--- config.mk ---
export PLATFORM = sky130hd
export DESIGN_NAME = recon_frame_tx
export DESIGN_NICKNAME = d
export VERILOG_FILES = /design/src/rtl/recon_frame_tx.sv
export SDC_FILE = /design/constraint.sdc
export NUM_CORES = 2
export LEC_CHECK = 0
export CAP_MARGIN = 20
export CORE_AREA = 5 5 629 631
export DETAILED_ROUTE_END_ITERATION = 6
export DIE_AREA = 0 0 634 636
export GPL_TIMING_DRIVEN = 0
export SLEW_MARGIN = 20
export SYNTH_ARGS = -nofsm -noshare
export SYNTH_HDL_FRONTEND = slang
export SYNTH_SLANG_ARGS = --single-unit
--- constraint.sdc ---
create_clock -name clk -period 51.4 [get_ports clk]
set_clock_uncertainty 0.2 [all_clocks]
set_input_delay 10.28 -clock clk [delete_from_list [all_inputs] [get_ports clk]]
set_output_delay 10.28 -clock clk [all_outputs]
set_load 0.005 [all_outputs]
--- src/rtl/recon_frame_tx.sv ---
// Reconfiguration-protocol TX framer: prepends Eth/IP/RMT + 10-byte recon header and realigns payload by 56 bytes.
// One-cycle latency through a single output slot; inputs stall whenever the slot is held.
module recon_frame_tx #(
  parameter int DATA_WIDTH = 512,
  parameter int KEEP_WIDTH = DATA_WIDTH/8,
  parameter int ADDR_WIDTH = 34,
  parameter int HDR_BYTES  = 46
) (
  input  logic                    clk,
  input  logic                    rst,
  input  logic [HDR_BYTES*8-1:0]  eth_ip_hdr,
  input  logic                    s_cmd_valid,
  output logic                    s_cmd_ready,
  input  logic [1:0]              s_cmd_func_type,
  input  logic                    s_cmd_size_valid,
  input  logic [ADDR_WIDTH-1:0]   s_cmd_addr,
  input  logic [7:0]              s_cmd_id,
  input  logic [31:0]             s_cmd_size,
  input  logic [DATA_WIDTH-1:0]   s_axis_tdata,
  input  logic [KEEP_WIDTH-1:0]   s_axis_tkeep,
  input  logic                    s_axis_tvalid,
  input  logic                    s_axis_tlast,
  output logic                    s_axis_tready,
  output logic [DATA_WIDTH-1:0]   m_axis_tdata,
  output logic [KEEP_WIDTH-1:0]   m_axis_tkeep,
  output logic                    m_axis_tvalid,
  output logic                    m_axis_tlast,
  input  logic                    m_axis_tready,
  output logic [31:0]             tx_frame_count
);

  localparam int RES_W   = DATA_WIDTH - 64;
  localparam int RES_K   = KEEP_WIDTH - 8;
  localparam int RECON_W = 80;

  typedef enum logic [1:0] {IDLE, HDR, PAYLOAD, FLUSH} state_t;

  state_t                state_q;
  logic [RECON_W-1:0]    recon_q;
  logic [RES_W-1:0]      resid_dat_q;
  logic [RES_K-1:0]      resid_keep_q;
  logic [DATA_WIDTH-1:0] tdata_q;
  logic [KEEP_WIDTH-1:0] tkeep_q;
  logic                  tvalid_q;
  logic                  tlast_q;
  logic [31:0]           count_q;

  logic                  free;
  logic                  cmd_fire;
  logic                  pay_fire;
  logic                  pay_end;
  logic [RECON_W-1:0]    recon_d;
  logic [RES_W-1:0]      lead_dat;
  logic [RES_K-1:0]      lead_keep;

  assign free          = !tvalid_q || m_axis_tready;
  assign s_cmd_ready   = !rst && (state_q == IDLE) && free;
  assign s_axis_tready = !rst && ((state_q == HDR) || (state_q == PAYLOAD)) && free;
  assign cmd_fire      = s_cmd_valid && s_cmd_ready;
  assign pay_fire      = s_axis_tvalid && s_axis_tready;

  assign recon_d = {3'b000, s_cmd_size, s_cmd_id, s_cmd_addr, s_cmd_size_valid, s_cmd_func_type};

  // The low 56 bytes of every payload-carrying beat are either the full header
  // (first beat) or the 56 bytes left over from the previous input beat.
  assign lead_dat  = (state_q == HDR) ? {recon_q, eth_ip_hdr} : resid_dat_q;
  assign lead_keep = (state_q == HDR) ? {RES_K{1'b1}} : resid_keep_q;
  assign pay_end   = s_axis_tlast && (s_axis_tkeep[KEEP_WIDTH-1:8] == '0);

  always_ff @(posedge clk or posedge rst) begin
    if (rst) begin
      state_q      <= IDLE;
      recon_q      <= '0;
      resid_dat_q  <= '0;
      resid_keep_q <= '0;
      tdata_q      <= '0;
      tkeep_q      <= '0;
      tvalid_q     <= 1'b0;
      tlast_q      <= 1'b0;
      count_q      <= '0;
    end else begin
      if (tvalid_q && m_axis_tready && tlast_q) count_q <= count_q + 32'd1;
      if (free) tvalid_q <= 1'b0;

      case (state_q)
        IDLE: begin
          if (cmd_fire) begin
            if (s_cmd_size_valid) begin
              tdata_q  <= {64'b0, recon_d, eth_ip_hdr};
              tkeep_q  <= {8'b0, {RES_K{1'b1}}};
              tlast_q  <= 1'b1;
              tvalid_q <= 1'b1;
            end else begin
              recon_q <= recon_d;
              state_q <= HDR;
            end
          end
        end
        HDR, PAYLOAD: begin
          if (pay_fire) begin
            tdata_q      <= {s_axis_tdata[63:0], lead_dat};
            tkeep_q      <= {s_axis_tkeep[7:0], lead_keep};
            tlast_q      <= pay_end;
            tvalid_q     <= 1'b1;
            resid_dat_q  <= s_axis_tdata[DATA_WIDTH-1:64];
            resid_keep_q <= s_axis_tkeep[KEEP_WIDTH-1:8];
            if (s_axis_tlast) state_q <= pay_end ? IDLE : FLUSH;
            else              state_q <= PAYLOAD;
          end
        end
        FLUSH: begin
          if (free) begin
            tdata_q  <= {64'b0, resid_dat_q};
            tkeep_q  <= {8'b0, resid_keep_q};
            tlast_q  <= 1'b1;
            tvalid_q <= 1'b1;
            state_q  <= IDLE;
          end
        end
        default: state_q <= IDLE;
      endcase
    end
  end

  assign m_axis_tdata   = tdata_q;
  assign m_axis_tkeep   = tkeep_q;
  assign m_axis_tvalid  = tvalid_q;
  assign m_axis_tlast   = tlast_q;
  assign tx_frame_count = count_q;

endmodule
Word level (Yosys, flattened, before mapping). Index checks and enable logic that the tools add are counted.

Register bits after elaboration: 1192. Input port bits: 1027. Output and inout bits: 612. Logic and storage cells: 69.

Add/subtract/negate cells: 1. Equality and inequality tests: 8. Multiplexer cells: 30. Bitwise logic cells: 1. Reduce and logical (&&, ||, !) cells: 20.

Operator list (count): two-way mux 512 bit (4); one-hot mux 512 bit (3 select lines) (1); two-way mux 448 bit (1); two-way mux 64 bit (4); one-hot mux 64 bit (3 select lines) (1); logical NOT 56 bit (1); two-way mux 56 bit (1); adder 32 x 1 -> 32 bit (second input constant) (1); two-way mux 2 bit (6); != test 2 bit (second input constant) (5); logical AND 1 bit (9); two-way mux 1 bit (9); AND reduction 4 bit (2); one-hot mux 1 bit (3 select lines) (2); one-hot mux 2 bit (3 select lines) (1); == test 2 bit (second input constant) (2); AND reduction 3 bit (1); == test 2 x 1 -> 1 bit (second input constant) (1); logical NOT 1 bit (2); logical NOT 2 bit (1); logical OR 1 bit (2); AND reduction 2 bit (1); OR reduction 2 bit (1); NOT 1 bit (1).

Logic depth before layout (Yosys ltp).
Word-level depth: 7. Mapped depth: 13. Mapped depth without buffers: 7.

Worst setup path before layout. OpenSTA, ideal clock, no wires.

Kind: input-to-reg. From: input port rst. To: register tdata_q[368], in the netlist m_axis_tdata[368]. Setup time: 126 ps. Data arrival time: 39197 ps. Required time: 51074 ps. Path slack: 11877 ps. Stages: 9. Path buffers: 4. Cell sequence: inv_1 > and3_4 > o2bb2ai_4 > buf_6 > buf_6 > buf_6 > buf_4 > nand2_1 > o31ai_2.

Word-level cells in the longest chain between the ends: 6. Elaborated cells between the ends (all ways): 10. Those cells by class: eq/ne (2); reduce/logical (8).

Ends and longest elaborated chain: start: declaration (line 10) `input logic rst,`; logical NOT 1 bit (no line) (*); logical AND 1 bit (on tied branches) (2 in series) (line 58, 57); logical AND 1 bit (on tied branches) (line 60, 59); != test 2 bit (no line); AND reduction 4 bit (no line) (*); end signal: assignment (line 89) `tdata_q <= {64'b0, recon_d, eth_ip_hdr};`; end signal: assignment (line 101) `tdata_q <= {s_axis_tdata[63:0], lead_dat};`; end signal: assignment (line 113) `tdata_q <= {64'b0, resid_dat_q};`; end: declaration (line 42) `logic [DATA_WIDTH-1:0] tdata_q;`.

Mark *: on every way between the ends. The rest lies on a longest branch, timed or not. A chain may end at the register's enable or synchronous reset.

Worst setup path in the final report.
From: input port m_axis_tready. To: output port s_cmd_ready.

Word-level cells in the longest chain between the ends: 2.

Ends and longest elaborated chain: start: declaration (line 28) `input logic m_axis_tready,`; logical OR 1 bit (line 56) `assign free = !tvalid_q || m_axis_tready;`; logical AND 1 bit (line 57) `assign s_cmd_ready = !rst && (state_q == IDLE) && free;`; end: declaration (line 13) `output logic s_cmd_ready,`.

Every way passes these cells.

==> results.tsv <==
metric	value	unit
status	complete, no violations	
drive_gt1_frac	0.1101	
n_fill_cell	42380	
drc	0	
grt_pass1_wl	467700	um
synth-edff-count	0	
worst-path-stages	4	
syn_to_final_growth	58.14	%
io_pins	1639	
hold_slack	0.2727	ns
p_per_area	70.53	mW/mm^2
htree_num_levels	4	
reg2reg_from	state_q[1]	
track_usage	0.1760	
drv_cap	0	
endpoint	s_cmd_ready	
cts.repair.resized	0	
syn-num-nets	5206	
crit_path_top_delay_cell	clkdlybuf4s50_1	
clkPwrFrac	0.209	
final_util	0.2021	
clock-sinks	1192	
cp-end-kind	output port	
arrival	12.69	ns
overflow	0	
multi_input_area	0.01788	sq mm
finalSetupViolCount	0	
p_int	3.083	mW
dieHeight	636	um
switching_share	0.4434	
slowest_delay	1.11	ns
antenna_found_initial	327	
cp_cell_sequence	clkdlybuf4s50_1, and2b_4, nor3_1, clkdlybuf4s50_1	
vias_per_cell	3.880	
critPathKind	in -> out	
cp_num_buf_inv	2	
gp_congestion	0.9789	
ctsHoldBuffers	0	
fmax	0.04316	GHz
cts-root-buf	clkbuf_16	
clk_latency	0.85	ns
rsz0062_at_grt	false	
synthArstFlopShare	1.000	
postSynthCellCount	4174	
fin_tns_setup	0	ns
fin_cells	11410	
r2r_cells	13	
crit_path_start_kind	input port	
reg2reg_to	m_axis_tdata[360]	
rows	229	
die-width	634	um
start_util	0.1278	
postCtsSetupBuffers	0	
ys.flop_type	dfrtp_1	
synth_cell_types	48	
hold_violations	0	
tightest_slew	1.058	ns
antenna_left	0	
layout.nets	7018	
syn_avg_cell_area	11.90	sq um
path_max_fanout	5	
hold_class	reg -> reg	
ir_drop	41.17	uV
portBuffers	1638	
critical-path-top-delay-family	buffers and inverters	
clk_path_buf_depth	4	
path_clk_slew	0.05	ns
register_area	0.02983	sq mm
wirelength	370500	um
slew_headroom	0.2950	
dp_slack	28.16	ns
ff2ff_setup_slack	45.93	ns
dr.first_iter.drc_count	3675	
leakage	31.14	nW
core	0.3885	sq mm
min_period	23.17	ns
grt_pass1_vias	43640	
wl_per_cell	32.48	um
dp_cells	11020	
synth-warning-count	0	
firstDrtPassIters	6	
cts_buffers	157	
dp_hpwl	313600	um
drv_slew	0	
timing.final.ws_setup	28.23	ns
syn_area	0.04966	sq mm
dieArea	0.4032	sq mm
grt_max_degree	98	
crit_top_cell	clkdlybuf4s50_1	
vias	44260	
power_switching	2.456	mW
cts_tree	done	
seq_area_frac_synth	0.6007	
ys_seq_elements	1192	
p_seq_frac	0.311	
p_comb_frac	0.480	
crit_start	m_axis_tready	
cp.required	40.92	ns
fin_crit_sh	0.4508	
==> flip-flops by register name, summed over array words and instances, names as in the netlist <==
signal,flops
resid_keep_q,56
m_axis_tlast,1
recon_q,76
tx_frame_count,32
m_axis_tkeep,64
state_q,2
resid_dat_q,448
m_axis_tdata,512
m_axis_tvalid,1
==> how the worst min path moves through the flow <==
stage	end	slack, ns	from	cells after the start
2_1_floorplan	recon_q[18]	0.25	recon_q[18]	1
3_3_place_gp	tx_frame_count[31]	0.26	tx_frame_count[31]	1
3_5_place_dp	m_axis_tdata[355]	0.27	m_axis_tdata[355]	2
4_1_cts	m_axis_tdata[355]	0.28	m_axis_tdata[355]	2
5_1_grt	m_axis_tkeep[57]	0.30	m_axis_tkeep[57]	2
6_report	m_axis_tdata[355]	0.27	m_axis_tdata[355]	2
==> layer usage <==
metal,vias up,GRT usage,routed length [um],part of all wire
li1,18680,-,-,-
met5,-,0,1145,0.0031
met3,879,0.08009,41250,0.11
met4,172,0.07616,18680,0.050
met2,2261,0.2998,179800,0.49
met1,22270,0.1866,129600,0.35
==> cells in the final DEF, fill, tap and decap left out, types with 16 or more instances in the layout <==
cell type	instances
nor2_1	67
diode_2	99
buf_2	140
a21oi_1	115
mux2_1	479
clkinv_2	28
nor2b_1	20
buf_4	21
a221oi_1	17
dfrtp_1	1192
buf_6	59
xnor2_1	20
clkbuf_1	131
clkdlybuf4s50_1	1638
nand2_1	667
clkbuf_16	157
a22oi_1	426
o21ai_1	552
nor4_1	16
clkbuf_8	24
mux2_2	162
==> cells by family (layout without fill, tap and decap cells) <==
family,count (synthesis),in the layout,share of synthesized area
other,0,99,0
AND/OR/NAND/NOR,822,822,0.06712
XOR/XNOR,31,31,0.005467
AO/OA/AOI/OAI,1143,1143,0.1406
flip-flops,1192,1192,0.6007
buffers and inverters,340,2276,0.03956
multiplexers,641,641,0.1454
adder cells (fa/ha/maj),5,5,0.001260
==> power by group through the flow <==
stage / clock network (mW) / registers [mW] / logic, mW
6_report: 1.16 / 1.73 / 2.66
5_1_grt: 1.23 / 1.76 / 2.87
4_1_cts: 1.20 / 1.72 / 2.73
3_5_place_dp: 0 / 1.73 / 2.72
3_3_place_gp: 0 / 1.74 / 2.69
2_1_floorplan: 0 / 1.59 / 1.31
==> worst reg2reg max path, delay by kind of cell (launching register included) <==
family          cells  cell delay, ns
flops               1            0.37
compound gates      3            0.98
simple gates        1            0.44
fa+ha+maj           1            0.34
buf+inv             8            3.04
==> synth_stat cells, types with 5 or more instances <==
cell type  instances  share of area
ha_1               5         0.0013
a221oi_1          17         0.0030
mux2_1           479           0.11
nand4_1           13         0.0016
o21ai_0            6        0.00060
nand2_1          667          0.050
o31ai_1           12         0.0018
dfrtp_1         1192           0.60
buf_4             21         0.0032
xor2_1            11         0.0019
a22oi_1          427          0.065
nor4_1            16         0.0020
buf_6             58          0.013
xnor2_1           20         0.0035
a21oi_1          115          0.012
nor2b_1           20         0.0025
nand3_1           10         0.0010
clkbuf_1         105         0.0079
nor2_1            68         0.0051
o21ai_1          552          0.056
and3_1             5        0.00063
buf_1             12        0.00091
mux2_2           162          0.037
o31ai_2            6         0.0015
buf_2            139          0.014
==> stage by stage <==
step / cell area, sq um / total power, mW
after floorplan: 49660 / 2.904
final: 78530 / 5.539
after global routing: 78400 / 5.855
after detailed placement: 72980 / 4.452
after global placement: 72560 / 4.424
after CTS: 78280 / 5.647
==> area by class of cell <==
type,instances,area share
clock buffer,209,0.05557
sequential,1192,0.3798
buffer,335,0.02482
multi-input combinational,2642,0.2277
clock inverter,74,0.01197
timing repair buffer,1653,0.2138
tap,5197,0.08280
antenna,99,0.003155
inverter,5,0.0003346
(Power assumes the default switching activity.)
